## config.mk

```make
export PLATFORM = sky130hd
export DESIGN_NAME = if_stage
export DESIGN_NICKNAME = d
export VERILOG_FILES = /design/src/rtl/if_stage.sv
export SDC_FILE = /design/constraint.sdc
export NUM_CORES = 1
export LEC_CHECK = 0
export CAP_MARGIN = 20
export CORE_MARGIN = 2
export CORE_UTILIZATION = 48
export DETAILED_ROUTE_END_ITERATION = 8
export PLACE_DENSITY = 0.88
export SLEW_MARGIN = 0
export SYNTH_ARGS = -nofsm -noshare
export SYNTH_HDL_FRONTEND = slang
export SYNTH_SLANG_ARGS = --single-unit
```

## constraint.sdc

```tcl
create_clock -name clk -period 3.05 [get_ports clk]
set_input_delay 0.4575 -clock clk [delete_from_list [all_inputs] [get_ports clk]]
set_output_delay 0.4575 -clock clk [all_outputs]
set_load 0.05 [all_outputs]
```

## src/rtl/if_stage.sv

```systemverilog
// Instruction fetch stage: PC register, next-PC selection for jumps and branches,
// and the IF/ID pipeline register with stall, flush and redirect squashing.
module if_stage #(
  parameter logic [29:0] RESET_PC = 30'h0000000
) (
  input  logic        clk,
  input  logic        rst_n,
  input  logic        stall,
  input  logic        flush,
  input  logic        br_taken,
  input  logic [29:0] br_off,
  input  logic        jump,
  input  logic [25:0] jump_idx,
  output logic [29:0] imem_addr,
  input  logic [31:0] imem_data,
  output logic [31:0] id_instr,
  output logic [29:0] id_pc1,
  output logic        id_valid,
  output logic [15:0] id_imm
);

  logic [29:0] pc;
  logic [29:0] pc1;
  logic [29:0] br_target;
  logic [29:0] jump_target;
  logic [29:0] next_pc;
  logic        redirect;

  assign imem_addr   = pc;
  assign pc1         = pc + 30'd1;
  assign br_target   = id_pc1 + br_off;
  assign jump_target = {id_pc1[29:26], jump_idx};
  assign id_imm      = id_instr[15:0];

  // A redirect only counts for a real instruction in ID that is not being held.
  assign redirect = (jump | br_taken) & id_valid & ~stall;

  always_comb begin
    next_pc = pc1;
    if (stall)
      next_pc = pc;
    else if (redirect && jump)
      next_pc = jump_target;
    else if (redirect)
      next_pc = br_target;
  end

  always_ff @(posedge clk or negedge rst_n) begin
    if (!rst_n)
      pc <= RESET_PC;
    else
      pc <= next_pc;
  end

  // A redirect squashes the wrong-path fetch; flush wins over stall.
  always_ff @(posedge clk or negedge rst_n) begin
    if (!rst_n) begin
      id_instr <= 32'h0;
      id_pc1   <= 30'h0;
      id_valid <= 1'b0;
    end else if (flush || redirect) begin
      id_instr <= 32'h0;
      id_valid <= 1'b0;
    end else if (!stall) begin
      id_instr <= imem_data;
      id_pc1   <= pc1;
      id_valid <= 1'b1;
    end
  end

endmodule

```

# [Word level (Yosys, flattened, before mapping)]
# Cells that the tools add are included.
[word_totals] register_bits=93 input_bits=94 output_inout_bits=109 elab_cells=21
[classes] n_addsub=2 n_eq_ne=1 muxes=6 bitwise=5 reduce_logical=3
[ops] operator="32-bit 2-to-1 mux" count=2
[ops] operator="30-bit 2-to-1 mux" count=2
[ops] operator="30-bit by 1-bit adder with 30-bit output (second input constant)" count=1
[ops] operator="30-bit adder" count=1
[ops] operator="1-bit bitwise AND" count=2
[ops] operator="1-bit 2-to-1 mux" count=2
[ops] operator="2-bit by 1-bit inequality test with 1-bit output (second input constant)" count=1
[ops] operator="1-bit inverter" count=2
[ops] operator="2-bit AND reduction" count=1
[ops] operator="1-bit logical AND" count=1
[ops] operator="1-bit logical OR" count=1
[ops] operator="1-bit bitwise OR" count=1

# [Longest topological paths before layout]
[logic_depth] word_depth=6 mapped_depth=9 mapped_depth_nobuf=9

# [Worst setup path after synthesis]
# Ideal clock, no wire load.
[synth_timing] path_type="reg2reg" from="register id_pc1[15]" to="register pc[23], in the netlist imem_addr[23]" setup_ns=0.142 arrival_ns=2.580 t_required_ns=2.908 path_slack_ns=0.328 path_stages_with_launch=9 n_path_buf=0 synth_period_minus_slack_ns=2.722 path_cell_list="dfrtp_1 ha_1 and3_1 a22o_1 a221o_1 a32o_2 a211oi_4 xor2_1 o221ai_1"
[synth_between] elab_chain_cells=3
[synth_lines] item="from (decl)" line_no="17" rtl="output logic [29:0] id_pc1,"
[synth_lines] item="from (signal assigned)" line_no="66" rtl="id_pc1 <= pc1;"
[synth_lines] item="30-bit adder" line_no="31" rtl="assign br_target = id_pc1 + br_off;"
[synth_lines] item="30-bit 2-to-1 mux" line_no="44" rtl="else if (redirect)"
[synth_lines] item="30-bit 2-to-1 mux" line_no="42" rtl="else if (redirect && jump)"
[synth_lines] item="to (signal assigned)" line_no="52" rtl="pc <= next_pc;"
[synth_lines] item="to (decl)" line_no="22" rtl="logic [29:0] pc;"
# Every way passes these cells.
# A chain may end at the register's enable or synchronous reset.

# [Final worst setup path]
[layout_timing] from="input port br_off[6]" to="register pc[23], in the netlist imem_addr[23]"
[layout_between] elab_chain_cells=3
[layout_lines] item="from (decl)" line_no="11" rtl="input logic [29:0] br_off,"
[layout_lines] item="30-bit adder" line_no="31"
[layout_lines] item="30-bit 2-to-1 mux" line_no="44"
[layout_lines] item="30-bit 2-to-1 mux" line_no="42"
# Every way passes these cells.

==> impl_metrics.csv <==
group,metric,value,unit
status,run_status,"finished, final reports clean",
cts,cts_made_buffers,9,
cts,clock_latency,0.36,ns
timing,finalHoldWorstSlack,0.121,ns
timing,max_freq,0.351,GHz
final_layout,multi_input_comb_area,3710,sq um
worst_setup_path,endpoint_class_of_the_critical_path,"flop",
floorplanning,dieHeight,119,um
synthesis,synth_adder_area_share,6.18,%
worst_setup_path,crit_path_max_incr_delay,0.41,ns
worst_setup_path,r2r_cells,9,
cts,cts.repair_timing.setup_buffer_count,0,
final_layout,layout_common_cells,"clkdlybuf4s50_1 (200), dfrtp_1 (93), nor2_1 (79)",
timing,timing.final.max_slew_violations,0,
final_layout,nFillCells,1028,
synthesis,synthFlopType,"dfrtp_1",
worst_setup_path,cp_data_required_time,3.26,ns
worst_hold_path,hold_class,"input port to async pin",
floorplanning,die-area,14300,sq um
worst_setup_path,worstSetupStartpointType,"input port",
worst_setup_path,ff2ff_setup_slack,0.30,ns
cts,clkSinkCount,93,
floorplanning,initial_core_util,48.7,%
worst_setup_path,critPathKind,"input port to flop",
worst_setup_path,critPathMaxFanout,4,
synthesis,synth_cell_types,74,
global_route,grt_overflow_total,0,
synthesis,postSynth.asyncResetShare,100,%
timing,fin_skew,0.00767,ns
synthesis,syn-num-nets,847,
global_route,grt_pass1_vias,6331,
floorplanning,coreArea,13100,sq um
timing,grt_setup_unrepaired,"no",
worst_setup_path,crit_path_cell_trace,"clkdlybuf4s50_1 -> ha_1 -> and3_1 -> a221oi_2 -> o311ai_2 -> a32o_2 -> buf_4 -> a211oi_4 -> xor2_1 -> o221ai_1",
power,cellLeakagePower,3.74,nW
synthesis,combinational_family_with_the_most_area_after_synthesis,"compound AO/OA/AOI/OAI gates",
cts,path_clk_slew,0.07,ns
worst_setup_path,cp_num_buf_inv,2,
synthesis,syn_avg_cell_area,8.86,sq um
worst_setup_path,critical_path.endpoint,"imem_addr[23]$_DFFE_PN0N_",
detailed_routing,postRouteAntennaNets,0,
worst_setup_path,critPathLaunch,"br_off[6]",
worst_setup_path,worst_r2r_startpoint,"id_pc1[6]$_DFFE_PN0P_",
detailed_routing,vias,6491,
synthesis,synthesis.instances,722,
detailed_routing,post-route-drc-count,0,
worst_setup_path,cp_num_cells,10,
cts,cts_tree,"yes",
synthesis,post_synth_instance_area,6400,sq um
timing,timing.final.crit_share,93.4,%
global_route,grtUsageTotal,28.3,%
final_layout,num-nets-final,1053,
global_route,grt_max_degree,52,
timing,setup_tns,0,ns
power,ir_worst_vdd,0.704,mV
global_route,grt_antenna_before_repair,0,
synthesis,yosysSeqAreaShare,36.4,%
synthesis,compound_cell_area_share_of_the_yosys_netlist,26.1,%
placement,globalplace.congestion,0.930,
job,timing.max_cap.violations,0,
detailed_routing,viasPerCell,5.85,
synthesis,ys_seq_elements,93,
timing,slew_headroom,55.5,%
synthesis,synth.yosys.warnings,0,
final_layout,layout-area-overhead-vs-synth,40.7,%
synthesis,synth_simple_gate_area_share,17.2,%
detailed_routing,route.detailed.wl_per_inst,18.1,um
timing,final-hold-violation-count,0,
detailed_routing,drt_first_iter_violations,604,
detailed_routing,drt_wl_total,20100,um
placement,number_of_buffer_cells_added_on_primary_ports,202,
final_layout,post_route_cells_drive_above_1_share,9.97,%
power,power_per_cell_area,848,nW/um^2
final_layout,area_taken_by_flip_flops_and_latches,2330,sq um
synthesis,post_synth_xor_area_fraction,6.43,%
synthesis,synth_enable_flop_cells,0,
worst_setup_path,cpMaxStageDelayCell,"clkdlybuf4s50_1",
cts,cts.root.buffer_cell,"clkbuf_16",
timing,timing.final.setup_violations,0,
final_layout,antenna-diode-count,0,
final_layout,layout.cells.most_common,"clkdlybuf4s50_1",
floorplanning,floorplan.die.width,119,um
timing,final.min_clock_period,2.85,ns
worst_setup_path,timing.critical_path.max_delay_family,"compound AO/OA/AOI/OAI gates",
cts,cts_buffer_depth,2,
synthesis,synth_mux_area_share,1.92,%
timing,slew_at_the_pin_closest_to_its_max_slew_limit,0.667,ns
power,design_power_total,7.64,mW
floorplanning,num_io_pins,203,
global_route,first_pass_grt_wire_length,32300,um
worst_setup_path,r2r_end,"imem_addr[23]$_DFFE_PN0N_",
detailed_routing,detail_route.first_pass.iterations,5,
floorplanning,placementRows,42,
worst_setup_path,crit_arrival,3.06,ns
cts,h-tree-depth,3,
placement,hpwlAfterDp,15100,um
## area by class of cell
| type | instances | area share (%) |
|---|---|---|
| Timing Repair Buffer | 251 | 26.7 |
| Tap cell | 176 | 2.44 |
| Clock inverter | 7 | 0.708 |
| Sequential cell | 93 | 25.8 |
| Inverter | 14 | 0.583 |
| Multi-Input combinational cell | 559 | 41.2 |
| Clock buffer | 9 | 2.50 |
## worst reg2reg max path: cells and delay by family, from the launching register on
family                   cells  cell delay [ns]
buffers and inverters        1             0.15
XOR/XNOR                     1             0.17
adder cells (fa/ha/maj)      1             0.33
AO/OA/AOI/OAI                5             1.33
AND/OR/NAND/NOR              1             0.21
flip-flops                   1             0.42
## report_power, final
part	internal [mW]	switching, mW	total (mW)
Clock	0.574	0.562	1.14
Combinational	1.78	2.69	4.47
Sequential	1.56	0.478	2.04
Total	3.91	3.73	7.64
## cell usage after synthesis, types with 3 or more instances
cell,instances,area (sq um)
dfrtp_1,93,2330
nor2_1,79,297
a21oi_1,70,350
nand2_1,48,180
a22o_1,33,289
xnor2_1,31,272
ha_1,30,375
o21ai_0,30,150
clkbuf_1,27,101
nor3_1,19,95.1
nand3_1,17,85.1
a21o_1,16,120
buf_4,16,120
xor2_1,16,140
inv_1,14,52.6
and3_1,12,75.1
mux2i_1,10,100
o22ai_1,9,56.3
or3_1,9,56.3
a211oi_1,8,60.1
a22oi_1,8,60.1
nand4_1,8,50.1
o21a_1,8,60.1
a31oi_1,6,37.5
nor2b_1,6,37.5
o211ai_1,5,37.5
o21bai_1,5,37.5
and3_2,4,30.0
buf_1,4,15.0
o221ai_1,4,35.0
o31ai_1,4,30.0
a221o_1,3,30.0
a221oi_1,3,26.3
a2bb2oi_1,3,26.3
and4_1,3,26.3
clkbuf_8,3,41.3
nor4_1,3,18.8
o21ai_1,3,15.0
o22a_1,3,26.3
o31a_1,3,26.3
## cell families after synthesis
family,Yosys count
compound gates,244
xor+xnor,47
fa+ha+maj,31
buf+inv,70
flops,93
mux,12
simple gates,225
## how the worst min path moves through the flow
stage | from | to | slack, ns
floorplan | rst_n | id_instr[0]$_DFFE_PN0P_ | 0.16
global placement | id_instr[17]$_DFFE_PN0P_ | id_instr[17]$_DFFE_PN0P_ | 0.49
detailed placement | id_instr[18]$_DFFE_PN0P_ | id_instr[18]$_DFFE_PN0P_ | 0.49
CTS | rst_n | id_pc1[6]$_DFFE_PN0P_ | 0.14
global route | rst_n | id_pc1[12]$_DFFE_PN0P_ | 0.18
finish | rst_n | id_pc1[11]$_DFFE_PN0P_ | 0.12
## per-layer routing
metal / global-route usage, % / share of wire (%) / up-vias
li1: - / - / 3062
met1: 37.8 / 43 / 3124
met2: 46.4 / 48 / 267
met3: 4.36 / 6.5 / 38
met4: 10.7 / 2.3 / 0
met5: 0 / 0 / -
## per-stage QoR
step / area, sq um / cells / utilization, % / worst slack [ns]
finish: 9010 / 1109 / 68.6 / 0.202
global route: 9010 / 1109 / 68.6 / 0.0795
CTS: 9000 / 1109 / 68.5 / 0.0915
detailed placement: 8710 / 1093 / 66.3 / -0.307
global placement: 8710 / 1093 / 66.3 / -0.222
floorplan: 6400 / 722 / - / 0.328
## flip-flops by register name, summed over array words and instances, names as in the netlist
| register | count |
|---|---|
| imem_addr | 30 |
| id_valid | 1 |
| id_pc1 | 30 |
| id_instr | 32 |
## what timing repair did
| item | in CTS | in global routing |
|---|---|---|
| hold buffers | 0 | 0 |
| gates resized for setup | 0 | 1 |
| setup endpoints to repair | 0 | 2 |
Power figures use the tool's default switching activity.
==> patch (config.mk and constraints unchanged) <==
Make the reset (`rst_n`) synchronous in 2 clocked blocks.
--- a/src/rtl/if_stage.sv
+++ b/src/rtl/if_stage.sv
@@ -46,5 +46,5 @@
   end
 
-  always_ff @(posedge clk or negedge rst_n) begin
+  always_ff @(posedge clk) begin
     if (!rst_n)
       pc <= RESET_PC;
@@ -54,5 +54,5 @@
 
   // A redirect squashes the wrong-path fetch; flush wins over stall.
-  always_ff @(posedge clk or negedge rst_n) begin
+  always_ff @(posedge clk) begin
     if (!rst_n) begin
       id_instr <= 32'h0;
Check against the original RTL: differs if rst_n is asserted again (counterexample within 4 cycles, from zero or initial values and one cycle with rst_n low); with rst_n held inactive, the same outputs for 4 cycles.
==> patch against the original RTL <==
- area after synthesis decreased by 2.9%
- sequential cell count unchanged
- setup slack worse by 93 ps
- global-route usage is 0.96 points higher
- routed wire length up 2.7%
- clock skew is essentially flat
- synthesized cell count grew 8.9%
- cell area fell by 1.6%
- critical endpoint is now imem_addr[22]
Power is not compared: it rests on default switching activity, and its combinational part moved more than twofold at a synthesized area within 25%.
==> patch: results (changes against the original RTL) <==
{| class="wikitable"
! Metric !! Value
|-
| Run status || completed
|-
| Via count of the first global-routing pass || 6695 (+5.7%)
|-
| Met3 WL || 2390 µm (+82%)
|-
| Global-route wire length before repair || 32900 µm (+2.0%)
|-
| Final Power || 3.64 mW
|-
| Post-synth top flop || dfxtp_1
|-
| Routed WL per cell || 17.7 µm (-2.2%)
|-
| Worst-case headroom to the max-slew limit || 57.1% (+1.6 points)
|-
| Count of fill cells added during filler insertion || 1033 (+0.49%)
|-
| Commonest cells post-synth || nor2_1, dfxtp_1, nand2_1
|-
| Final Skew || 7.22 ps (-0.455 ps)
|-
| Share of cell area taken by muxes after synthesis || 6.14% (+4.2 points)
|-
| Net count after synthesis || 911 (+7.6%)
|-
| Xor-xnor portion of the synthesized cell area || 6.63% (+0.19 points)
|-
| Final instance count without filler cells || 1165 (+5.0%)
|-
| Number of distinct library cells after synthesis || 70 (-5.4%)
|-
| Largest fanout on the critical path || 3 (-1)
|-
| Leading post-synthesis cells by cell area || dfxtp_1, nor2_1, ha_1, mux2i_1, xnor2_1
|-
| Placement-stage worst setup slack || -267 ps (+39.5 ps)
|-
| Placed wire-length estimate after detailed placement || 15300 µm (+1.5%)
|-
| Maximum number of pins on one net before global-route repair || 42 (-19%)
|-
| CTS buffer count || 9 (unchanged)
|-
| Synth Area in Adders || 6.36% (+0.19 points)
|-
| Initial DRC Count || 736 (+22%)
|-
| Antenna violations before repair || 1 (+1)
|-
| Sequential fraction of the synthesis area || 30.0% (-6.4 points)
|-
| Complex-gate fraction of the synthesized area || 24.6% (-1.5 points)
|-
| Leak pwr || 3.49 nW
|-
| Placed cells || 1147 (+4.9%)
|-
| Class of the worst hold path || register to register
|-
| Net load switching power || 1.21 mW
|-
| Fraction of layout instances using a drive strength above 1 || 9.58% (-0.39 points)
|-
| Met2 routed WL || 9130 µm (-5.3%)
|-
| Data arrival at the endpoint of the critical path || 3220 ps (+160 ps)
|-
| Placed Area || 8530 µm² (-2.0%)
|-
| GRT Overall Usage || 29.3% (+0.96 points)
|-
| GPL Wtd Cong || 0.910 (-2.2%)
|-
| Synthesized area per cell || 7.91 µm² (-11%)
|-
| Initial DRT Pass Iterations || 6 (+1)
|-
| Fraction of registers with async set or reset after synthesis || 0% (-100 points)
|-
| Vias per cell || 5.76 (-1.6%)
|-
| Routed length on met1 || 8190 µm (-5.9%)
|-
| R2r worst-path depth || 11 (+2)
|}
==> patch: changes by cell type in the layout (fill, tap and decap cells not counted), moves of 13 or more <==
cell      before  now
a22o_1        33    0
a21oi_1       70   53
a211oi_1       8   21
nand2_1       48   67
nor2_1        79  105
dfxtp_1        0   93
dfrtp_1       93    0
o21ai_0       30   49
mux2i_1       10   37
==> patch: per-layer routing <==
| layer | vias up | global-route usage, % |
|---|---|---|
| met4 | 0 | 16.0 |
| li1 | 3201 | - |
| met3 | 79 | 9.01 |
| met5 | - | 0 |
| met2 | 373 | 47.0 |
| met1 | 3057 | 34.9 |
==> patch: area by class of cell <==
type | count | area [µm²] | area share, %
clock inverter | 5 | 57.6 | 0.649
multi-input combinational | 608 | 3990 | 45.0
antenna | 1 | 2.50 | 0.0282
timing repair buffer | 255 | 2410 | 27.2
tap | 172 | 215 | 2.43
sequential | 93 | 1860 | 21.0
clock buffer | 11 | 253 | 2.85
inverter | 20 | 75.1 | 0.847
==> patch: path summary, 6_finish.rpt <==
check               start  slack, ps             to
max             br_off[0]        110  imem_addr[22]
min          id_instr[31]        500   id_instr[31]
max reg2reg     id_pc1[0]        300  imem_addr[22]
min reg2reg  id_instr[31]        500   id_instr[31]
==> patch: repair_timing <==
item | in CTS | in global routing
resized for setup | 0 | 3
buffers inserted | 0 | 1
hold buffers | 0 | 0
endpoints found under the setup margin | 0 | 2
==> patch: cells by family (layout without fill, tap and decap cells) <==
family          count (synthesis)  after routing
simple gates                  274            274
compound gates                218            218
flops                          93             93
buf+inv                        85            291
xor+xnor                       47             47
mux                            38             38
fa+ha+maj                      31             31
other cells                     0              1
